[src/rtl/pipe_stage_buffer.sv]
// pipe_stage_buffer: valid/ready inter-stage register with flush and optional skid entry
module pipe_stage_buffer #(
    parameter int DATA_W = 16,
    parameter int CTRL_W = 12,
    parameter bit SKID   = 1'b1
) (
    input  logic              clk,
    input  logic              rst,
    input  logic              flush,
    input  logic              in_valid,
    output logic              in_ready,
    input  logic [CTRL_W-1:0] in_ctrl,
    input  logic [DATA_W-1:0] in_data,
    output logic              out_valid,
    input  logic              out_ready,
    output logic [CTRL_W-1:0] out_ctrl,
    output logic [DATA_W-1:0] out_data
);
    if (DATA_W < 1 || CTRL_W < 1) begin : g_bad_width
        $error("pipe_stage_buffer: DATA_W and CTRL_W must be at least 1");
    end

    // Encoding makes out_valid and ~in_ready plain state bits, so both come straight off flops.
    typedef enum logic [1:0] {EMPTY = 2'b00, FULL = 2'b01, HELD = 2'b11} state_t;

    state_t            state, state_nx;
    logic [CTRL_W-1:0] main_ctrl, skid_ctrl;
    logic [DATA_W-1:0] main_data, skid_data;
    logic              acc, emit, load_main, load_skid, move_skid;

    assign out_valid = state[0];
    assign in_ready  = SKID ? ~state[1] : (out_ready | ~state[0]);
    assign acc       = in_valid & in_ready & ~flush;
    assign emit      = out_valid & out_ready;
    assign out_ctrl  = out_valid ? main_ctrl : '0;
    assign out_data  = main_data;

    // State register; reset and flush both leave the stage empty and ready.
    always_ff @(posedge clk or negedge rst) begin
        if (!rst) state <= EMPTY;
        else      state <= state_nx;
    end

    // Next state and register load strobes; without a skid entry HELD is unreachable
    // because in_ready already drops whenever the held entry cannot leave.
    always_comb begin
        state_nx  = state;
        load_main = 1'b0;
        load_skid = 1'b0;
        move_skid = 1'b0;
        unique case (state)
            EMPTY: begin
                state_nx  = acc ? FULL : EMPTY;
                load_main = acc;
            end
            FULL: begin
                state_nx  = (acc && !emit) ? HELD : ((emit && !acc) ? EMPTY : FULL);
                load_main = acc && emit;
                load_skid = acc && !emit;
            end
            default: begin
                state_nx  = out_ready ? FULL : HELD;
                move_skid = out_ready && !flush;
            end
        endcase
        if (flush) state_nx = EMPTY;
    end

    // Payload registers; flush never touches them, so out_data holds its last value.
    always_ff @(posedge clk or negedge rst) begin
        if (!rst) begin
            main_ctrl <= '0;
            main_data <= '0;
            skid_ctrl <= '0;
            skid_data <= '0;
        end else begin
            if (load_main) begin
                main_ctrl <= in_ctrl;
                main_data <= in_data;
            end else if (move_skid) begin
                main_ctrl <= skid_ctrl;
                main_data <= skid_data;
            end
            if (load_skid) begin
                skid_ctrl <= in_ctrl;
                skid_data <= in_data;
            end
        end
    end
endmodule
[config.mk]
export PLATFORM = sky130hd
export DESIGN_NAME = pipe_stage_buffer
export DESIGN_NICKNAME = d
export VERILOG_FILES = /design/src/rtl/pipe_stage_buffer.sv
export SDC_FILE = /design/constraint.sdc
export NUM_CORES = 1
export LEC_CHECK = 0
export CAP_MARGIN = 20
export CORE_MARGIN = 2
export CORE_UTILIZATION = 45
export DETAILED_ROUTE_END_ITERATION = 16
export PLACE_DENSITY = 0.75
export SLEW_MARGIN = 20
export SYNTH_ARGS = -nofsm -noshare
export SYNTH_HDL_FRONTEND = slang
export SYNTH_SLANG_ARGS = --single-unit
[constraint.sdc]
create_clock -name clk -period 1.73 [get_ports clk]
set_input_delay 0.346 -clock clk [delete_from_list [all_inputs] [get_ports clk]]
set_output_delay 0.346 -clock clk [all_outputs]
set_load 0.02 [all_outputs]
After elaboration in Yosys (flattened, before gate mapping):

Cells that the tools add are included.
Widths: inputs -> output; s select.

* reductions and logical operators: 10
* mux-type cells: 14
* shifts and indexed selects: 0
* order comparisons: 0
* eq/ne operators: 1
* divide/modulo/power cells: 0
* bitwise gates (word level): 5
* $add $sub $neg: 0
* $mul: 0

Operators with widths (count)
* $mux 12: 3
* $mux 16: 2
* $mux 2: 3
* $logic_and 1x1->1: 4
* $mux 1: 4
* $pmux 2 s2: 1
* $and 1x1->1: 3
* $logic_not 1->1: 3
* $eq 2x1->1 const B: 1
* $logic_not 2->1: 1
* $not 1->1: 2
* $pmux 1 s2: 1
* $reduce_bool 2->1: 1
* $reduce_or 2->1: 1

* bits of input ports: 33
* register bits: 58
* bits in writable memories: 0
* logic and storage cells: 35
* memories: 0
* output and inout bits: 30
* memory bits (read-only): 0
* latch bits: 0

Depth between registers and ports, before layout:

Gate-level depths: netlist of the first run.

* depth in word-level cells: 9
* mapped depth: 5
* mapped depth without buffers: 3

Worst setup path after synthesis of the first run:

OpenSTA, ideal clock, no wires.

* kind: register -> register
* start point: register state[0]
* end point: register skid_data[10]
* buffers on the path: 2
* cell stages (with the launch flop): 6
* path slack: 208 ps
* arrival: 1394 ps
* required time: 1603 ps
* setup time: 127 ps
* clock period less this slack: 1522 ps
* cell sequence: dfrtp_1 > nand2b_1 > nand2b_1 > buf_2 > buf_6 > mux2_1

* longest elaborated chain between the ends: 4

Ends and longest elaborated chain
* start, declared: RTL line 26 `state_t state, state_nx;`
* start signal, assigned: RTL line 41 `else state <= state_nx;`
* $and 1x1->1: RTL line 34 `assign emit = out_valid & out_ready;`
* $logic_not 1->1: RTL line 59 `load_skid = acc && !emit;`
* $logic_and 1x1->1: RTL line 59
* $mux 1 (*): RTL line 51 `unique case (state)`
* end signal, assigned: RTL line 86 `skid_data <= in_data;`
* end, declared: RTL line 28 `logic [DATA_W-1:0] main_data, skid_data;`

Mark *: on every way between the ends. The rest lies on a longest branch, timed or not.
A chain may end at the register's enable or synchronous reset.

Worst setup path in the final report of the first run:

* start point: register main_data[6] (netlist: out_data[6])
* end point: output out_data[6]

RTL lines
* start, declared: RTL line 28
* start signal, assigned: RTL line 79 `main_data <= in_data;`
* start signal, assigned: RTL line 82 `main_data <= skid_data;`
* end, declared: RTL line 17 `output logic [DATA_W-1:0] out_data`

No word-level cell between the ends.

==> results of run 1 <==
-- stage by stage --
stage                     instances  worst slack, ns
after floorplan                 172            0.208
after global placement          310           -0.230
after detailed placement        310           -0.266
after CTS                       328           0.0268
after global routing            328         -0.00503
final                           328           0.0674
-- flip-flops by register name, indices dropped and copies added, names as in the netlist --
register,count
skid_data,16
state,2
main_ctrl,12
skid_ctrl,12
out_data,16
-- cell families after synthesis --
group / after synthesis
muxes: 84
DFF: 58
and+or+nand+nor: 18
buffers and inverters: 10
AOI/OAI and AO/OA: 2
-- cells in the mapped netlist --
| library cell | n |
|---|---|
| mux2_1 | 34 |
| clkbuf_1 | 1 |
| dfrtp_1 | 58 |
| mux2_2 | 10 |
| mux2_4 | 40 |
| buf_2 | 4 |
| buf_6 | 4 |
| nor2_1 | 1 |
| nand2b_1 | 2 |
| inv_1 | 1 |
| nand3b_1 | 1 |
| o31ai_1 | 1 |
| nand2_2 | 1 |
| a21oi_1 | 1 |
| and2_1 | 12 |
| nor3b_2 | 1 |
-- power breakdown --
| group | total [mW] | internal [mW] | switching [mW] |
|---|---|---|---|
| Sequential | 1.83 | 1.67 | 0.162 |
| Clock | 1.37 | 0.807 | 0.561 |
| Combinational | 1.05 | 0.675 | 0.376 |
| Total | 4.25 | 3.15 | 1.10 |
-- cell type report --
class,instances,share of cell area
clock buffer,9,0.0330
clock inverter,7,0.0250
inverter,1,0.000999
multi-input combinational,104,0.327
sequential,58,0.386
tap,75,0.0250
timing repair buffer,74,0.203
-- per-layer routing --
layer	GRT usage	up-vias	part of all wire
met5	0	-	0
met4	0.0800	0	0.014
met3	0.0565	7	0.053
met2	0.269	41	0.48
met1	0.200	787	0.45
li1	-	756	-
-- worst min path at each step --
stage | startpoint | endpoint | slack, ns
floorplan | rst | main_ctrl[0] | 0.05
global placement | rst | main_ctrl[3] | 0.37
detailed placement | rst | main_ctrl[3] | 0.37
CTS | rst | main_ctrl[3] | 0.0007
global route | rst | main_ctrl[3] | 0.007
finish | rst | main_ctrl[3] | -0.007
-- repair_timing --
| item | in CTS | in global routing |
|---|---|---|
| setup buffers | 2 | 0 |
| resized for setup | 32 | 7 |
| endpoints found under the setup margin | 14 | 8 |
==> metrics.csv, run 1 <==
stage,metric,value,unit
detailed_routing,vias,1591,
clock_tree,clkTransAtPathRegs,0.07,ns
synth,syn_inst,172,
worst_setup_path,cp-end-kind,primary output,
detailed_routing,vias_per_cell,4.85,
detailed_routing,drc,0,
synth,yosys_register_bits,58,
worst_setup_path,r2r_cells,4,
power_and_ir_drop,p_leak,1.78,nW
hold_path,min_path_type,input port to async pin,
floorplan,initial_core_util,0.464,
placed_design,placed_area,3560,sq um
power_and_ir_drop,powerDensity,1130,nW/um^2
finish,layout_common_cells,"dfrtp_1, clkdlybuf4s50_1, mux2_4",
clock_tree,cts_max_path_buffers,2,
power_and_ir_drop,p_total,4.25,mW
global_route,track_usage,0.166,
global_route,grt_pass1_vias,1663,
floorplan,coreArea,5920,sq um
worst_setup_path,cpMaxStageDelayCell,clkdlybuf4s50_1,
finish,areaGrowthSynthToFinish,36.7,%
detailed_routing,first_pass_iters,2,
placed_design,portBuffers,62,
worst_setup_path,cp.buffers_inverters,1,
clock_tree,clock-root-buffer,clkbuf_8,
synth,yosysTopAreaCell,dfrtp_1,
clock_tree,cts_sinks,58,
synth,synth_top_area_frac,0.528,
worst_setup_path,cp.arrival,1.32,ns
synth,ys_warn_count,0,
synth,syn_nets,205,
synth,synth_compound_area_frac,0.00455,
synth,synth_area_leaders,"dfrtp_1, mux2_4, mux2_1",
sta,fin_crit_sh,0.961,
sta,final_max_slew_viol_count,0,
floorplan,rows,28,
synth,synthMuxAreaShare,0.399,
sta,fin_setup_tns,0,ns
finish,fillers,476,
worst_setup_path,critPathKind,flip-flop to primary output,
floorplan,die_w,82.2,um
global_route,antenna_found_initial,0,
finish,multi_input_area,1230,sq um
finish,regArea,1450,sq um
finish,antennaDiodeCount,0,
clock_tree,clock_latency,0.34,ns
detailed_routing,drtAntennaViolNets,0,
finish,fin_nets,281,
floorplan,dieArea,6750,sq um
finish,fin_util,0.635,
clock_tree,h-tree-depth,3,
detailed_routing,drt-initial-drc-count,24,
global_route,gr-total-overflow,0,
synth,synth_area_per_cell,16.0,sq um
synth,synth-simple-area-share,0.0428,
worst_setup_path,critPathMaxStageDelay,0.61,ns
worst_setup_path,endpoint,out_data[6],
sta,setup_viol,0,
finish,layout.cells.most_common,dfrtp_1,
floorplan,io_pins,63,
synth,syn_area,2750,sq um
detailed_routing,routedWlPerCell,15.0,um
status,failed_checks,negative hold slack,
synth,yosysUniqueCellTypes,16,
worst_setup_path,startpoint_type,flip-flop,
placed_design,gp_congestion,0.686,
clock_tree,cts_tree,yes,
worst_setup_path,startpoint,out_data[6],
clock_tree,cts_buffers,9,
sta,max_freq,601,MHz
worst_setup_path,crit_chain,clkdlybuf4s50_1,
sta,final_hold_viol_count,7,
synth,yosys.area_share.xor_xnor,0,
worst_setup_path,r2r-end,main_ctrl[11],
synth,synth_top_family_by_area,multiplexers,
worst_setup_path,r2r_slack,0.15,ns
global_route,grt_pass1_wl,8090,um
sta,min_period,1.66,ns
worst_setup_path,cp_max_fo,2,
sta,worst_pin_slew,0.306,ns
worst_setup_path,required,1.38,ns
detailed_routing,routed_wirelength,4910,um
synth,synth_seq_area_share,0.528,
placed_design,dp_hpwl,3440,um
finish,final_area,3760,sq um
global_route,grt_max_degree,59,
sta,max-slew-margin-rel,0.796,
sta,rsz0062_at_grt,yes,
status,status,"finished, violations left",
power_and_ir_drop,ir_worst_vdd,0.541,mV
synth,synthAdderAreaFrac,0,
worst_setup_path,timing.rr.start,state[1],
run,drv_cap,0,
floorplan,die_h,82.2,um
sta,fin_worst_hold_slack,-0.00679,ns
finish,drive_gt1_frac,0.348,
sta,clock-skew-final,0.00850,ns
clock_tree,hold_buffers,0,
worst_setup_path,cp_num_cells,1,
worst_setup_path,crit_family,buffers and inverters,
Note: power is estimated with default switching activity, not from simulation.
==> run 2: changes to the inputs <==
--- a/config.mk
+++ b/config.mk
@@ -5,10 +5,10 @@
 export SDC_FILE = /design/constraint.sdc
 export NUM_CORES = 1
 export LEC_CHECK = 0
-export CAP_MARGIN = 20
 export CORE_MARGIN = 2
 export CORE_UTILIZATION = 45
 export DETAILED_ROUTE_END_ITERATION = 16
+export HOLD_SLACK_MARGIN = 0.12
 export PLACE_DENSITY = 0.75
 export SLEW_MARGIN = 20
 export SYNTH_ARGS = -nofsm -noshare
==> run 2 against run 1 <==
The flow now finishes without violations. Global-route usage did not move. Power barely moved. Fmax barely moved. Clock skew did not move. Worst setup slack barely moved. Critical endpoint unchanged. Largest power group unchanged.
==> metrics.csv, run 2 (synthesized netlist as in run 1, its figures left out) <==
stage,metric,value,unit,change
clock_tree,cts_sinks,58,,unchanged
global_route,top_usage_layer,met2,,
global_route,grt_pass1_vias,1663,,unchanged
worst_setup_path,r2r-end,main_ctrl[11],,
hold_path,hold_path_depth,1,,
worst_setup_path,cp_max_fo,2,,unchanged
global_route,antenna_found_initial,0,,unchanged
power_and_ir_drop,p_leak,1.79,nW,+0.23%
power_and_ir_drop,clkPwrFrac,0.322,,about the same
floorplan,io_pins,63,,unchanged
sta,fin_setup_tns,0,ns,unchanged
detailed_routing,routedWlPerCell,14.9,um,-0.14%
power_and_ir_drop,seqPwrFrac,0.431,,about the same
detailed_routing,drtAntennaViolNets,0,,unchanged
sta,rsz0062_at_grt,yes,,
power_and_ir_drop,powerDensity,1130,nW/um^2,-0.22%
detailed_routing,vias,1596,,+0.31%
sta,setup_viol,0,,unchanged
power_and_ir_drop,sw_frac_of_total,0.259,,about the same
floorplan,initial_core_util,0.464,,unchanged
finish,antennaDiodeCount,0,,unchanged
finish,fin_cells,329,,+0.30%
worst_setup_path,r2r_slack,0.15,ns,about the same
placed_design,portBuffers,62,,unchanged
worst_setup_path,cp.arrival,1.32,ns,about the same
finish,layout_common_cells,"dfrtp_1, clkdlybuf4s50_1, mux2_4",,
finish,layout.cells.most_common,dfrtp_1,,
sta,layout_setup_ws,0.0674,ns,+0.0000109 ns
sta,fin_crit_sh,0.961,,about the same
sta,max_freq,601,MHz,about the same
placed_design,place_inst,310,,unchanged
worst_setup_path,critPathKind,flip-flop to primary output,,
power_and_ir_drop,ir_worst_vdd,0.541,mV,about the same
worst_setup_path,endpoint,out_data[6],,
placed_design,dpl_worst_slack,-0.266,ns,unchanged
global_route,met2_usage,0.269,,unchanged
sta,final_hold_viol_count,0,,-7
run,drv_cap,0,,unchanged
worst_setup_path,cp-end-kind,primary output,,
floorplan,die_w,82.2,um,unchanged
sta,max-slew-margin-rel,0.796,,about the same
clock_tree,clock-root-buffer,clkbuf_8,,
clock_tree,h-tree-depth,3,,unchanged
finish,fin_nets,282,,+0.36%
clock_tree,clkTransAtPathRegs,0.06,ns,about the same
floorplan,dieArea,6750,sq um,unchanged
worst_setup_path,crit_family,buffers and inverters,,
worst_setup_path,required,1.38,ns,about the same
detailed_routing,drc,0,,unchanged
floorplan,coreArea,5920,sq um,unchanged
global_route,track_usage,0.166,,unchanged
floorplan,die_h,82.2,um,unchanged
finish,areaGrowthSynthToFinish,37.0,%,
clock_tree,cts_tree,yes,,
clock_tree,cts_max_path_buffers,2,,unchanged
global_route,grt_use_met3,0.0565,,unchanged
placed_design,dp_hpwl,3440,um,unchanged
finish,fin_util,0.637,,+0.00169
sta,worst_pin_slew,0.306,ns,+0.000498 ns
placed_design,placed_area,3560,sq um,unchanged
worst_setup_path,startpoint,out_data[6],,
sta,final_max_slew_viol_count,0,,unchanged
hold_path,min_path_type,flip-flop to flip-flop,,
detailed_routing,routed_wirelength,4920,um,+0.16%
status,status,completed,,
worst_setup_path,cp_num_cells,1,,unchanged
clock_tree,clock_latency,0.34,ns,about the same
worst_setup_path,cp.buffers_inverters,1,,unchanged
sta,clock-skew-final,0.00850,ns,unchanged
detailed_routing,vias_per_cell,4.85,,about the same
worst_setup_path,crit_chain,clkdlybuf4s50_1,,
finish,drive_gt1_frac,0.346,,-0.00137
global_route,grt_max_degree,59,,unchanged
worst_setup_path,r2r_cells,4,,unchanged
power_and_ir_drop,combPwrFrac,0.248,,about the same
power_and_ir_drop,p_int,3.15,mW,about the same
detailed_routing,drt-initial-drc-count,25,,+4.2%
global_route,gr-total-overflow,0,,unchanged
worst_setup_path,startpoint_type,flip-flop,,
clock_tree,cts_buffers,9,,unchanged
finish,final_area,3770,sq um,+0.27%
worst_setup_path,critPathMaxStageDelay,0.61,ns,about the same
power_and_ir_drop,power_switching,1.10,mW,about the same
worst_setup_path,cpMaxStageDelayCell,clkdlybuf4s50_1,,
sta,min_period,1.66,ns,-0.0000109 ns
detailed_routing,first_pass_iters,2,,unchanged
placed_design,gp_congestion,0.686,,unchanged
worst_setup_path,timing.rr.start,state[1],,
global_route,grt_pass1_wl,8090,um,unchanged
global_route,met1_usage,0.200,,unchanged
floorplan,rows,28,,unchanged
## run 2: stage by stage
step / total power, mW / hold WS (ns)
after floorplan: 2.48 / 0.0504
after global placement: 2.90 / 0.372
after detailed placement: 2.94 / 0.372
after CTS: 4.31 / 0.488
after global routing: 4.49 / 0.504
final: 4.25 / 0.485
## run 2: layout make-up
type / instances / area, sq um
tap: 75 / 93.8
fill: 476 / 2150
inverter: 1 / 3.75
timing repair buffer: 75 / 773
clock inverter: 7 / 93.8
sequential: 58 / 1450
multi-input combinational: 104 / 1230
clock buffer: 9 / 124
## run 2: repair_timing
action                     4_1_cts  5_1_grt
hold endpoints to repair        58        0
gates resized for setup         32        7
buffers inserted                 2        0
hold buffers                     1        0
setup endpoints to repair       14        8
## run 2: worst min path at each step
stage,from,to
floorplan,rst,main_ctrl[0]
global placement,rst,main_ctrl[3]
detailed placement,rst,main_ctrl[3]
CTS,skid_ctrl[1],skid_ctrl[1]
global route,skid_data[7],skid_data[7]
finish,skid_ctrl[1],skid_ctrl[1]
## run 2: power groups by stage
stage / registers (mW) / logic, mW / clock network, mW
after floorplan: 1.91 / 0.573 / 0
after global placement: 1.85 / 1.05 / 0
after detailed placement: 1.86 / 1.08 / 0
after CTS: 1.84 / 1.07 / 1.41
after global routing: 1.88 / 1.14 / 1.47
final: 1.83 / 1.05 / 1.37
## run 2: layer usage
metal	wire length [um]	share of wire
met3	262	0.053
met5	0	0
met2	2380	0.48
met1	2200	0.45
met4	70	0.014
==> run 3: changes to the inputs <==
--- a/config.mk
+++ b/config.mk
@@ -6,10 +6,10 @@
 export NUM_CORES = 1
 export LEC_CHECK = 0
 export CORE_MARGIN = 2
-export CORE_UTILIZATION = 45
+export CORE_UTILIZATION = 50
 export DETAILED_ROUTE_END_ITERATION = 16
 export HOLD_SLACK_MARGIN = 0.12
-export PLACE_DENSITY = 0.75
+export PLACE_DENSITY = 0.82
 export SLEW_MARGIN = 20
 export SYNTH_ARGS = -nofsm -noshare
 export SYNTH_HDL_FRONTEND = slang
==> run 3 against run 2 <==
Power shrank 1.7%. Flip-flop and latch count is the same. Count of clock-buffer cells in the layout grew 2. Via count grew 2.3%. Sequential share of layout area grew 0.45 points. First-iteration DRC count grew to 6.2 times the previous value. Hold slack lost 0.00054 ns. Critical endpoint is now out_ctrl[3]. Largest cell class unchanged.
==> metrics.csv, run 3 (synthesized netlist as in run 1, its figures left out) <==
stage,metric,value,unit,change
status,status,completed,,
finish,layout.cells.most_common,dfrtp_1,,
placed_design,dpl_worst_slack,-0.238,ns,+0.0280 ns
finish,regArea,1450,sq um,unchanged
floorplan,initial_core_util,0.509,,+0.0443
detailed_routing,routedWlPerCell,16.3,um,+8.8%
sta,layout_setup_ws,0.0515,ns,-0.0159 ns
sta,max_freq,596,MHz,-0.95%
sta,final_hold_viol_count,0,,unchanged
placed_design,placed_area,3510,sq um,-1.2%
finish,final_area,3720,sq um,-1.2%
clock_tree,h-tree-depth,3,,unchanged
sta,fin_crit_sh,0.970,,+0.00919
power_and_ir_drop,ir_worst_vdd,0.785,mV,+45%
finish,antennaDiodeCount,0,,unchanged
clock_tree,cts_tree,yes,,
global_route,grt_pass1_wl,8780,um,+8.6%
detailed_routing,drt-initial-drc-count,154,,+520%
floorplan,dieArea,6110,sq um,-9.5%
worst_setup_path,cp_max_fo,5,,+3
finish,fin_nets,281,,-0.35%
global_route,grt_max_degree,59,,unchanged
placed_design,dp_hpwl,3570,um,+3.6%
run,drv_cap,0,,unchanged
finish,fin_util,0.689,,+0.0526
sta,min_period,1.68,ns,+0.0159 ns
finish,layout_common_cells,"dfrtp_1, clkdlybuf4s50_1, mux2_4",,
detailed_routing,first_pass_iters,4,,+2
sta,fin_setup_tns,0,ns,unchanged
sta,final_max_slew_viol_count,0,,unchanged
global_route,track_usage,0.190,,+0.0236
clock_tree,clkTransAtPathRegs,0.06,ns,about the same
power_and_ir_drop,p_leak,1.77,nW,-0.78%
floorplan,die_h,78.2,um,-4.9%
hold_path,hold_path_depth,1,,unchanged
sta,setup_viol,0,,unchanged
worst_setup_path,cp-end-kind,primary output,,
worst_setup_path,required,1.38,ns,about the same
detailed_routing,drtAntennaViolNets,0,,unchanged
detailed_routing,vias_per_cell,5.02,,+3.5%
power_and_ir_drop,powerDensity,1120,nW/um^2,-0.55%
detailed_routing,routed_wirelength,5290,um,+7.5%
clock_tree,clock_latency,0.34,ns,about the same
hold_path,min_path_type,flip-flop to flip-flop,,
global_route,gr-total-overflow,0,,unchanged
global_route,antenna_found_initial,0,,unchanged
finish,drive_gt1_frac,0.316,,-0.0303
worst_setup_path,critPathKind,flip-flop to primary output,,
clock_tree,cts_max_path_buffers,2,,unchanged
clock_tree,clock-root-buffer,clkbuf_8,,
worst_setup_path,cp_num_cells,3,,+2
worst_setup_path,cp.arrival,1.33,ns,about the same
floorplan,die_w,78.2,um,-4.9%
detailed_routing,vias,1632,,+2.3%
placed_design,gp_congestion,0.694,,+1.2%
clock_tree,cts_buffers,9,,unchanged
worst_setup_path,r2r_cells,4,,unchanged
sta,worst_pin_slew,0.300,ns,-0.00634 ns
worst_setup_path,startpoint_type,flip-flop,,
floorplan,io_pins,63,,unchanged
global_route,grt_pass1_vias,1799,,+8.2%
floorplan,coreArea,5410,sq um,-8.7%
sta,max-slew-margin-rel,0.800,,+0.00423
sta,clock-skew-final,0.00332,ns,-0.00518 ns
power_and_ir_drop,p_total,4.18,mW,-1.7%
worst_setup_path,crit_family,buffers and inverters,,
detailed_routing,drc,0,,unchanged
worst_setup_path,cpMaxStageDelayCell,dfrtp_1,,
worst_setup_path,crit_chain,buf_4 > and2_1 > dlygate4sd2_1,,
worst_setup_path,cp.buffers_inverters,2,,+1
finish,multi_input_area,1230,sq um,-0.20%
finish,fillers,402,,-16%
floorplan,rows,27,,-3.6%
worst_setup_path,critPathMaxStageDelay,0.41,ns,-0.20 ns
placed_design,portBuffers,62,,unchanged
clock_tree,cts_sinks,58,,unchanged
finish,areaGrowthSynthToFinish,35.4,%,
==> run 3: changes by cell type in the layout (fill, tap and decap cells not counted), moves of 2 or more <==
| cell | before | now |
|---|---|---|
| buf_2 | 6 | 1 |
| dlygate4sd2_1 | 2 | 7 |
| buf_12 | 7 | 4 |
| clkbuf_8 | 9 | 11 |
==> run 3: cell type report <==
type	count	share of cell area
clock buffers	11	0.0406
repair buffers	74	0.201
clock inverters	5	0.0141
inverters	1	0.00101
well taps	72	0.0242
flip-flops and latches	58	0.390
multi-input cells	104	0.329
==> run 3: per-stage QoR <==
step,instances,hold slack [ns]
floorplan,172,0.0504
global placement,307,0.369
detailed placement,307,0.372
CTS,324,0.489
global route,325,0.515
finish,325,0.485
==> run 3: power by group <==
group | total [mW] | internal, mW | switching [mW]
combinational | 1.06 | 0.672 | 0.388
sequential | 1.84 | 1.67 | 0.172
clock | 1.28 | 0.735 | 0.542
==> run 3: timing repair <==
action,in CTS,in global routing
endpoints found under the hold margin,58,0
setup buffers,0,1
gates cloned,0,0
hold buffers,1,0
setup endpoints to repair,14,11
resized for setup,14,7
==> run 3: layer usage <==
layer,wire (um),track usage,vias up
li1,-,-,761
met1,2370,0.241,825
met2,2610,0.309,39
met3,210,0.0414,7
met4,96,0.0947,0
met5,0,0,-
==> run 3: worst paths after layout <==
check / to / start / slack (ns)
min reg2reg: skid_data[12] / skid_data[12] / 0.48
max reg2reg: out_data[12] / state[1] / 0.18
max in group asynchronous: main_ctrl[1] / rst / 0.94
max: out_ctrl[3] / state[0] / 0.05
min in group asynchronous: out_data[9] / rst / 0.54
min: skid_data[12] / skid_data[12] / 0.48
